## src/rtl/lsp_expand_1_pipe.sv

```systemverilog
// Lower-half LSP minimum-spacing expander (entries 0..NC-1), working in place
// on the scratch-memory LSP buffer through a read/compare/write-back FSM.
module lsp_expand_1_pipe #(
  parameter logic [11:0] BUF_BASE = 12'h3A0,
  parameter int          NC       = 5
) (
  input  logic        clk,
  input  logic        reset,
  input  logic        start,
  input  logic [15:0] gap,
  input  logic [31:0] memIn,
  output logic [11:0] memReadAddr,
  output logic [11:0] memWriteAddr,
  output logic [31:0] memOut,
  output logic        memWriteEn,
  output logic        done
);

  localparam int DATA_W = 16;

  typedef enum logic [2:0] {IDLE, RDA, RDB, CAP, CALC, WRA, WRB, DONE} state_t;

  state_t state, nextState;
  logic [3:0] j;
  logic [3:0] jm1;
  logic       startAcc;
  logic       advance;
  logic       lastJ;

  logic signed [DATA_W-1:0] gap_p0;
  logic signed [DATA_W-1:0] a_p1;
  logic signed [DATA_W-1:0] b_p1;
  logic signed [DATA_W-1:0] tmp_p2;
  logic signed [DATA_W-1:0] diffC;
  logic signed [DATA_W-1:0] tmpC;
  logic signed [DATA_W-1:0] wrA;
  logic signed [DATA_W-1:0] wrB;
  logic                     posC;
  logic                     unusedMemHi;

  function automatic logic signed [DATA_W-1:0] sat16(input logic signed [DATA_W:0] x);
    if (x > 17'sd32767)
      return 16'sh7FFF;
    else if (x < -17'sd32768)
      return 16'sh8000;
    else
      return $signed(x[DATA_W-1:0]);
  endfunction

  function automatic logic signed [DATA_W-1:0] add16(input logic signed [DATA_W-1:0] x,
                                                     input logic signed [DATA_W-1:0] y);
    return sat16($signed({x[DATA_W-1], x}) + $signed({y[DATA_W-1], y}));
  endfunction

  function automatic logic signed [DATA_W-1:0] sub16(input logic signed [DATA_W-1:0] x,
                                                     input logic signed [DATA_W-1:0] y);
    return sat16($signed({x[DATA_W-1], x}) - $signed({y[DATA_W-1], y}));
  endfunction

  function automatic logic signed [DATA_W-1:0] shr1(input logic signed [DATA_W-1:0] x);
    return x >>> 1;
  endfunction

  assign unusedMemHi = ^memIn[31:16];
  assign jm1         = j - 4'd1;
  assign lastJ       = (j == 4'(NC - 1));

  assign diffC = sub16(a_p1, b_p1);
  assign tmpC  = shr1(add16(diffC, gap_p0));
  assign posC  = (tmpC > 16'sd0);
  assign wrA   = sub16(a_p1, tmp_p2);
  assign wrB   = add16(b_p1, tmp_p2);

  always_ff @(posedge clk) begin
    if (!reset) begin
      state <= IDLE;
      j     <= 4'd1;
    end else begin
      state <= nextState;
      if (startAcc)
        j <= 4'd1;
      else if (advance)
        j <= j + 4'd1;
    end
  end

  // Operand capture: a from the RDA read, b from the RDB read, tmp in CALC
  always_ff @(posedge clk) begin
    if (startAcc)
      gap_p0 <= $signed(gap);
    if (state == RDB)
      a_p1 <= $signed(memIn[DATA_W-1:0]);
    if (state == CAP)
      b_p1 <= $signed(memIn[DATA_W-1:0]);
    if (state == CALC)
      tmp_p2 <= tmpC;
  end

  always_comb begin
    nextState    = state;
    memReadAddr  = 12'd0;
    memWriteAddr = 12'd0;
    memOut       = 32'd0;
    memWriteEn   = 1'b0;
    done         = 1'b0;
    startAcc     = 1'b0;
    advance      = 1'b0;
    case (state)
      IDLE: begin
        if (start) begin
          startAcc  = 1'b1;
          nextState = RDA;
        end
      end
      RDA: begin
        memReadAddr = {BUF_BASE[11:4], jm1};
        nextState   = RDB;
      end
      RDB: begin
        memReadAddr = {BUF_BASE[11:4], j};
        nextState   = CAP;
      end
      CAP: nextState = CALC;
      CALC: begin
        if (posC)
          nextState = WRA;
        else if (lastJ)
          nextState = DONE;
        else begin
          advance   = 1'b1;
          nextState = RDA;
        end
      end
      WRA: begin
        memWriteAddr = {BUF_BASE[11:4], jm1};
        memOut       = {{(32-DATA_W){wrA[DATA_W-1]}}, wrA};
        memWriteEn   = 1'b1;
        nextState    = WRB;
      end
      WRB: begin
        memWriteAddr = {BUF_BASE[11:4], j};
        memOut       = {{(32-DATA_W){wrB[DATA_W-1]}}, wrB};
        memWriteEn   = 1'b1;
        if (lastJ)
          nextState = DONE;
        else begin
          advance   = 1'b1;
          nextState = RDA;
        end
      end
      DONE: begin
        done = 1'b1;
        if (start) begin
          startAcc  = 1'b1;
          nextState = RDA;
        end
      end
      default: nextState = IDLE;
    endcase
  end

endmodule

```

## config.mk

```make
export PLATFORM = sky130hd
export DESIGN_NAME = lsp_expand_1_pipe
export DESIGN_NICKNAME = d
export VERILOG_FILES = /design/src/rtl/lsp_expand_1_pipe.sv
export SDC_FILE = /design/constraint.sdc
export NUM_CORES = 1
export LEC_CHECK = 0
export CORE_ASPECT_RATIO = 0.75
export CORE_MARGIN = 3
export CORE_UTILIZATION = 45
export CTS_CLUSTER_DIAMETER = 200
export DETAILED_ROUTE_END_ITERATION = 8
export HOLD_SLACK_MARGIN = 0.03
export PLACE_DENSITY = 0.68
export SLEW_MARGIN = 25
export SYNTH_ARGS = -nofsm -noshare
export SYNTH_HDL_FRONTEND = slang
export SYNTH_SLANG_ARGS = --single-unit
```

## constraint.sdc

```tcl
create_clock -name clk -period 7.1 [get_ports clk]
set_input_delay 1.065 -clock clk [delete_from_list [all_inputs] [get_ports clk]]
set_output_delay 1.065 -clock clk [all_outputs]
set_load 0.01 [all_outputs]
```

=== After elaboration in Yosys (flattened, before gate mapping) ===
Cells that the tools add are included.

* Flip-flop bits (word level): 70
* Output and inout bits: 58

* Order comparisons: 9
* Eq/ne operators: 9
* Add/sub/neg operators: 6
* Muxes and demuxes: 22
* Bitwise logic cells: 1
* Reductions and logical operators: 4

{| class="wikitable"
|+ Operator list
! kind !! count
|-
| 16-bit 2-to-1 mux || 8
|-
| 17-bit by 16-bit > comparator with 1-bit output, second input constant || 4
|-
| 17-bit by 16-bit < comparator with 1-bit output, second input constant || 4
|-
| 32-bit one-hot mux with 2 select lines || 1
|-
| 10-bit one-hot mux with 2 select lines || 2
|-
| 3-bit one-hot mux with 7 select lines || 1
|-
| 16-bit by 15-bit adder with 17-bit output || 1
|-
| 16-bit by 16-bit adder with 17-bit output || 1
|-
| 16-bit by 15-bit subtractor with 17-bit output || 1
|-
| 16-bit by 16-bit subtractor with 17-bit output || 1
|-
| 15-bit by 1-bit > comparator with 1-bit output, second input constant || 1
|-
| 3-bit equality test, second input constant || 4
|-
| 3-bit 2-to-1 mux || 3
|-
| 3-bit by 2-bit equality test with 1-bit output, second input constant || 2
|-
| 1-bit 2-to-1 mux || 6
|-
| 2-bit OR reduction || 3
|-
| 4-bit by 1-bit adder with 4-bit output, second input constant || 1
|-
| 4-bit by 3-bit equality test with 1-bit output, second input constant || 1
|-
| 4-bit by 1-bit subtractor with 4-bit output, second input constant || 1
|-
| 3-bit by 1-bit equality test with 1-bit output, second input constant || 1
|-
| 3-bit logical NOT || 1
|-
| 2-bit by 1-bit != test with 1-bit output, second input constant || 1
|-
| 1-bit one-hot mux with 2 select lines || 1
|-
| 1-bit NOT || 1
|}

=== Logic depth before layout (Yosys ltp) ===
* Depth in word-level cells: 11
* Mapped depth: 25
* Mapped depth without buffers: 23

=== Worst setup path before layout ===
OpenSTA, ideal clock, no wires.

* Path kind: register to register
* From: reg b_p1[0]
* To: reg j[1]
* Arrival: 5.534 ns
* Path buffers: 2
* Setup slack: 1.450 ns
* Stages on the path, launching flop included: 24
* Cell sequence: edfxtp_1 ha_1 fa_1 nand2b_1 a21boi_0 o21ai_0 a21oi_1 o21a_1 a211oi_1 or4b_2 o31a_1 clkbuf_1 o21ai_0 ha_1 a211oi_2 nor2_1 xor2_1 or4_1 or4b_1 a2111oi_2 a311o_1 buf_6 a211oi_1 a41o_1

* Word-level cells in the longest chain between the ends: 11
* Elaborated cells on any way between the ends: 13
* Classes of those cells: add/sub: 2; order compare: 5; mux: 6

{| class="wikitable"
|+ Ends and longest elaborated chain
! item !! RTL line !! source
|-
| start, declared || 32 || <nowiki>logic signed [DATA_W-1:0] b_p1;</nowiki>
|-
| start signal, assigned || 94 || <nowiki>b_p1 <= $signed(memIn[DATA_W-1:0]);</nowiki>
|-
| 16-bit by 16-bit subtractor with 17-bit output (*) || 57 || <nowiki>return sat16($signed({x[DATA_W-1], x}) - $signed({y[DATA_W-1], y}));</nowiki>
|-
| 17-bit by 16-bit < comparator with 1-bit output || 44 || <nowiki>else if (x < -17'sd32768)</nowiki>
|-
| 16-bit 2-to-1 mux || 44 ||
|-
| 16-bit 2-to-1 mux (*) || 42 || <nowiki>if (x > 17'sd32767)</nowiki>
|-
| 16-bit by 16-bit adder with 17-bit output (*) || 52 || <nowiki>return sat16($signed({x[DATA_W-1], x}) + $signed({y[DATA_W-1], y}));</nowiki>
|-
| 17-bit by 16-bit < comparator with 1-bit output || 44 ||
|-
| 16-bit 2-to-1 mux || 44 ||
|-
| 16-bit 2-to-1 mux (*) || 42 ||
|-
| 15-bit by 1-bit > comparator with 1-bit output (*) || 70 || <nowiki>assign posC = (tmpC > 16'sd0);</nowiki>
|-
| 1-bit 2-to-1 mux (*) || 125 || <nowiki>if (posC)</nowiki>
|-
| 1-bit one-hot mux with 2 select lines (*) || 108 || <nowiki>case (state)</nowiki>
|-
| end signal, assigned || 83 || <nowiki>j <= j + 4'd1;</nowiki>
|-
| end, declared || 24 || <nowiki>logic [3:0] j;</nowiki>
|}

Mark *: on every way between the ends. The rest lies on a longest branch, timed or not.
A chain may end at the register's enable or synchronous reset.

=== Worst setup path in the final report ===
Ends and elaborated chain as after synthesis.

==> summary.md <==
| Metric | Value |
|---|---|
| Worst-path maximum fanout | 15 |
| Place WS | roughly 0.62 ns |
| Layout cells sized above 1 | 5.91% |
| Vias post-DR | roughly 5400 |
| Worst-Skew Late Latency | approximately 0.33 ns |
| Fin. Hold Viols | 0 |
| Cts repair resizes | 0 |
| Yosys top cell area share | between 20% and 30% |
| Core area | 13800 µm² |
| Setup TNS | 0 ns |
| Part of the cycle the worst path needs | 91.4% |
| Total Routing Usage GR | between 20% and 30% |
| CTS root buf | clkbuf_16 |
| Measured slew at the worst slew-check pin | around 0.95 ns |
| Core Util, Final | ~54% |
| Cell area after layout | between 7000 and 8000 µm² |
| Cell family with most CP delay | compound AO/OA/AOI/OAI gates |
| Post-synthesis register bit count | 70 |
| Clock buffer count from CTS | 9 |
| Max cap viols | 0 |
| Post-CTS Hold Buffers | 0 |
| Worst path cell trace | ha_1 > fa_1 > nand2b_1 > a21boi_0 > o21ai_0 > a21oi_1 > o21a_1 > a211oi_1 > or4b_2 > o31a_1 > a21oi_1 > ha_1 > nor3b_1 > a311oi_2 > nand3_1 > or4_1 > or4b_1 > a2111oi_2 > a311o_1 > a211oi_1 > a41o_1 |
| Clock sinks | 70 |
| Final Wtd Congestion | 0.891 |
| Hold path start | j[1] |
| Leakage Power | 2.98 nW |
| Critical Path Source | b_p1[0] |
| Num ports | about 110 |
| Area contributors post-synth | edfxtp_1, ha_1, a21oi_1 |
| Power Density | about 200 nW/µm² |
| Total grt overflow | 0 |
| Hpwl dp | around 12000 µm |
| CP Class | reg -> reg |
| Setup-failing EPs final | 0 |
| Mapped cell area | between 6000 and 7000 µm² |
| Post-synth top flop | edfxtp_1 |
| Ant. Diodes | 0 |
| DRC viols | 0 |
| Hold path depth | 4 |
| Post-synth top cells | ha_1, edfxtp_1, a21oi_1 |
| Synth area leader | edfxtp_1 |
| Count leader, synth | ha_1 |
| Outcome | finished, final reports clean |
| Die Wd | roughly 140 µm |
| Crit start category | flop |
| Async set-reset flop share out of synthesis | 0% |
| Initial antenna violation count | 0 |
| Worst path required time | between 7 and 8 ns |
| CP arrival | around 6.7 ns |
| Area grow syn2layout | 17.5% |
| Peak Freq | approximately 150 MHz |
| Die area | 15700 µm² |
| Slowest cell delay on critical path | about 0.6 ns |
| Post-Synthesis Cells | a little over 700 |
| Sequential fraction of the synthesis area | between 30% and 40% |
| Total iterations of the first detailed-routing run | 7 |
| PortBufs | 84 |
| WP depth | 21 |
| Clock-pin slew on the worst setup and hold paths | roughly 0.060 ns |
| Worst r2r src | b_p1[0] |
| Peak VDD IR | 0.000124 V |
| H-Tree Depth | 3 |
| CP max-delay cell | or4b_2 |
| Largest net degree at the start of global routing | 18 |
| Rel. slew slack | between 30% and 40% |
| Die H | 109 µm |
| Placed inst area | 7210 µm² |
| Cells on worst reg2reg path | 21 |
| 1st-iter DRT viols | about 400 |
| Post-route ant nets | 0 |
| Vias in the first global route | between 5000 and 6000 |
| Worst hold path class | reg -> reg |
| Worst Setup Slack, final | roughly 0.61 ns |
| Layout net count | about 900 |
| CP Buf/Inv Count | 0 |
| Via/cell ratio | roughly 5.6 |
| CTS tree | done |
| Std-Cell Rows | 37 |
| WL per Instance | roughly 16 µm |
| Post-synth EDFFs | 63 |
| Post-route minimum period | about 6.5 ns |
| First-pass GRT wire length | ~25000 µm |
| Crit. End Element | flop |
| CTS max path bufs | 2 |
| Wirelength, routed | around 15000 µm |
| Yosys cell types | 66 |
| Syn. warnings | 0 |
| Setup bufs post-CTS | 0 |
| Worst Clk Skew | 0.00891 ns |
| Final Max Tran Viols | 0 |
| Starting Density | 46.3% |
| RSZ-0062 raised after global routing | no |
| Mapped Avg Cell Area | roughly 9.0 µm² |
-- cells in the final DEF, fill, tap and decap left out, types with 7 or more instances in the layout --
master,synthesis,routed
a211oi_1,9,9
a21o_1,14,14
a21oi_1,62,61
a31oi_1,10,10
and2_1,10,10
clkbuf_16,0,9
clkdlybuf4s50_1,0,84
conb_1,1,8
dfxtp_1,7,7
edfxtp_1,63,63
ha_1,67,67
inv_1,54,54
maj3_1,9,9
nand2_1,44,44
nand2b_1,12,12
nand3_1,13,13
nor2_1,49,48
nor2b_1,15,15
nor3_1,12,12
o211ai_1,13,13
o21a_1,8,8
o21ai_0,54,54
or2_2,10,10
or3_1,9,9
xnor2_1,19,19
xor2_1,23,23
-- worst paths after layout --
check                            end  slack [ns]
worst min-delay path            j[3]        0.64
worst max-delay path            j[1]        0.61
worst max register to register  j[1]        0.61
worst min register to register  j[3]        0.64
-- cells by family after synthesis --
family / share of synthesized area, %
simple gates: 15.6
mux: 0.469
compound gates: 22.6
fa+ha+maj: 15.7
xor+xnor: 5.74
flops: 31.7
other cells: 0.0585
buf+inv: 8.09
-- through the flow --
| step | std cells | hold WS (ns) | total power, mW |
|---|---|---|---|
| finish | 954 | 0.643 | 1.51 |
| CTS | 954 | 0.647 | 1.52 |
| global route | 954 | 0.693 | 1.61 |
| detailed placement | 938 | 0.620 | 1.06 |
| floorplan | 721 | 0.578 | 0.934 |
| global placement | 938 | 0.606 | 1.04 |
-- worst reg2reg max path, stage by stage (launching register included) --
cell,delay [ns]
edfxtp_1,0.40
ha_1,0.23
fa_1,0.41
nand2b_1,0.15
a21boi_0,0.23
o21ai_0,0.14
a21oi_1,0.19
o21a_1,0.21
a211oi_1,0.10
or4b_2,0.61
o31a_1,0.27
a21oi_1,0.28
ha_1,0.39
nor3b_1,0.20
a311oi_2,0.25
nand3_1,0.14
or4_1,0.49
or4b_1,0.55
a2111oi_2,0.36
a311o_1,0.43
a211oi_1,0.12
a41o_1,0.22
-- per-layer routing --
metal / vias up / wire (µm) / track usage, %
met5: - / 0 / 0
li1: 2701 / - / -
met2: 156 / 6360 / 29.1
met1: 2492 / 8070 / 31.5
met3: 14 / 701 / 2.57
met4: 0 / 157 / 4.50
-- cell type report --
| cell class | count | area, µm² |
|---|---|---|
| multi-input combinational | 550 | 3890 |
| tap | 175 | 219 |
| clock buffer | 10 | 229 |
| fill | 1238 | 6320 |
| inverter | 54 | 203 |
| sequential | 70 | 2030 |
| clock inverter | 6 | 70.1 |
| timing repair buffer | 89 | 878 |
-- flip-flops by register name (all words and copies together), names as in the netlist --
register and count:
a_p1 16, b_p1 16, gap_p0 16, tmp_p2 15, j 4, state 3
-- report_power, final --
| group | internal, mW | switching (mW) | total, mW |
|---|---|---|---|
| sequential | 0.491 | 0.0157 | 0.507 |
| clock | 0.275 | 0.181 | 0.455 |
| combinational | 0.234 | 0.314 | 0.548 |
| total | 1.00 | 0.510 | 1.51 |
Note: power is estimated with default switching activity, not from simulation.
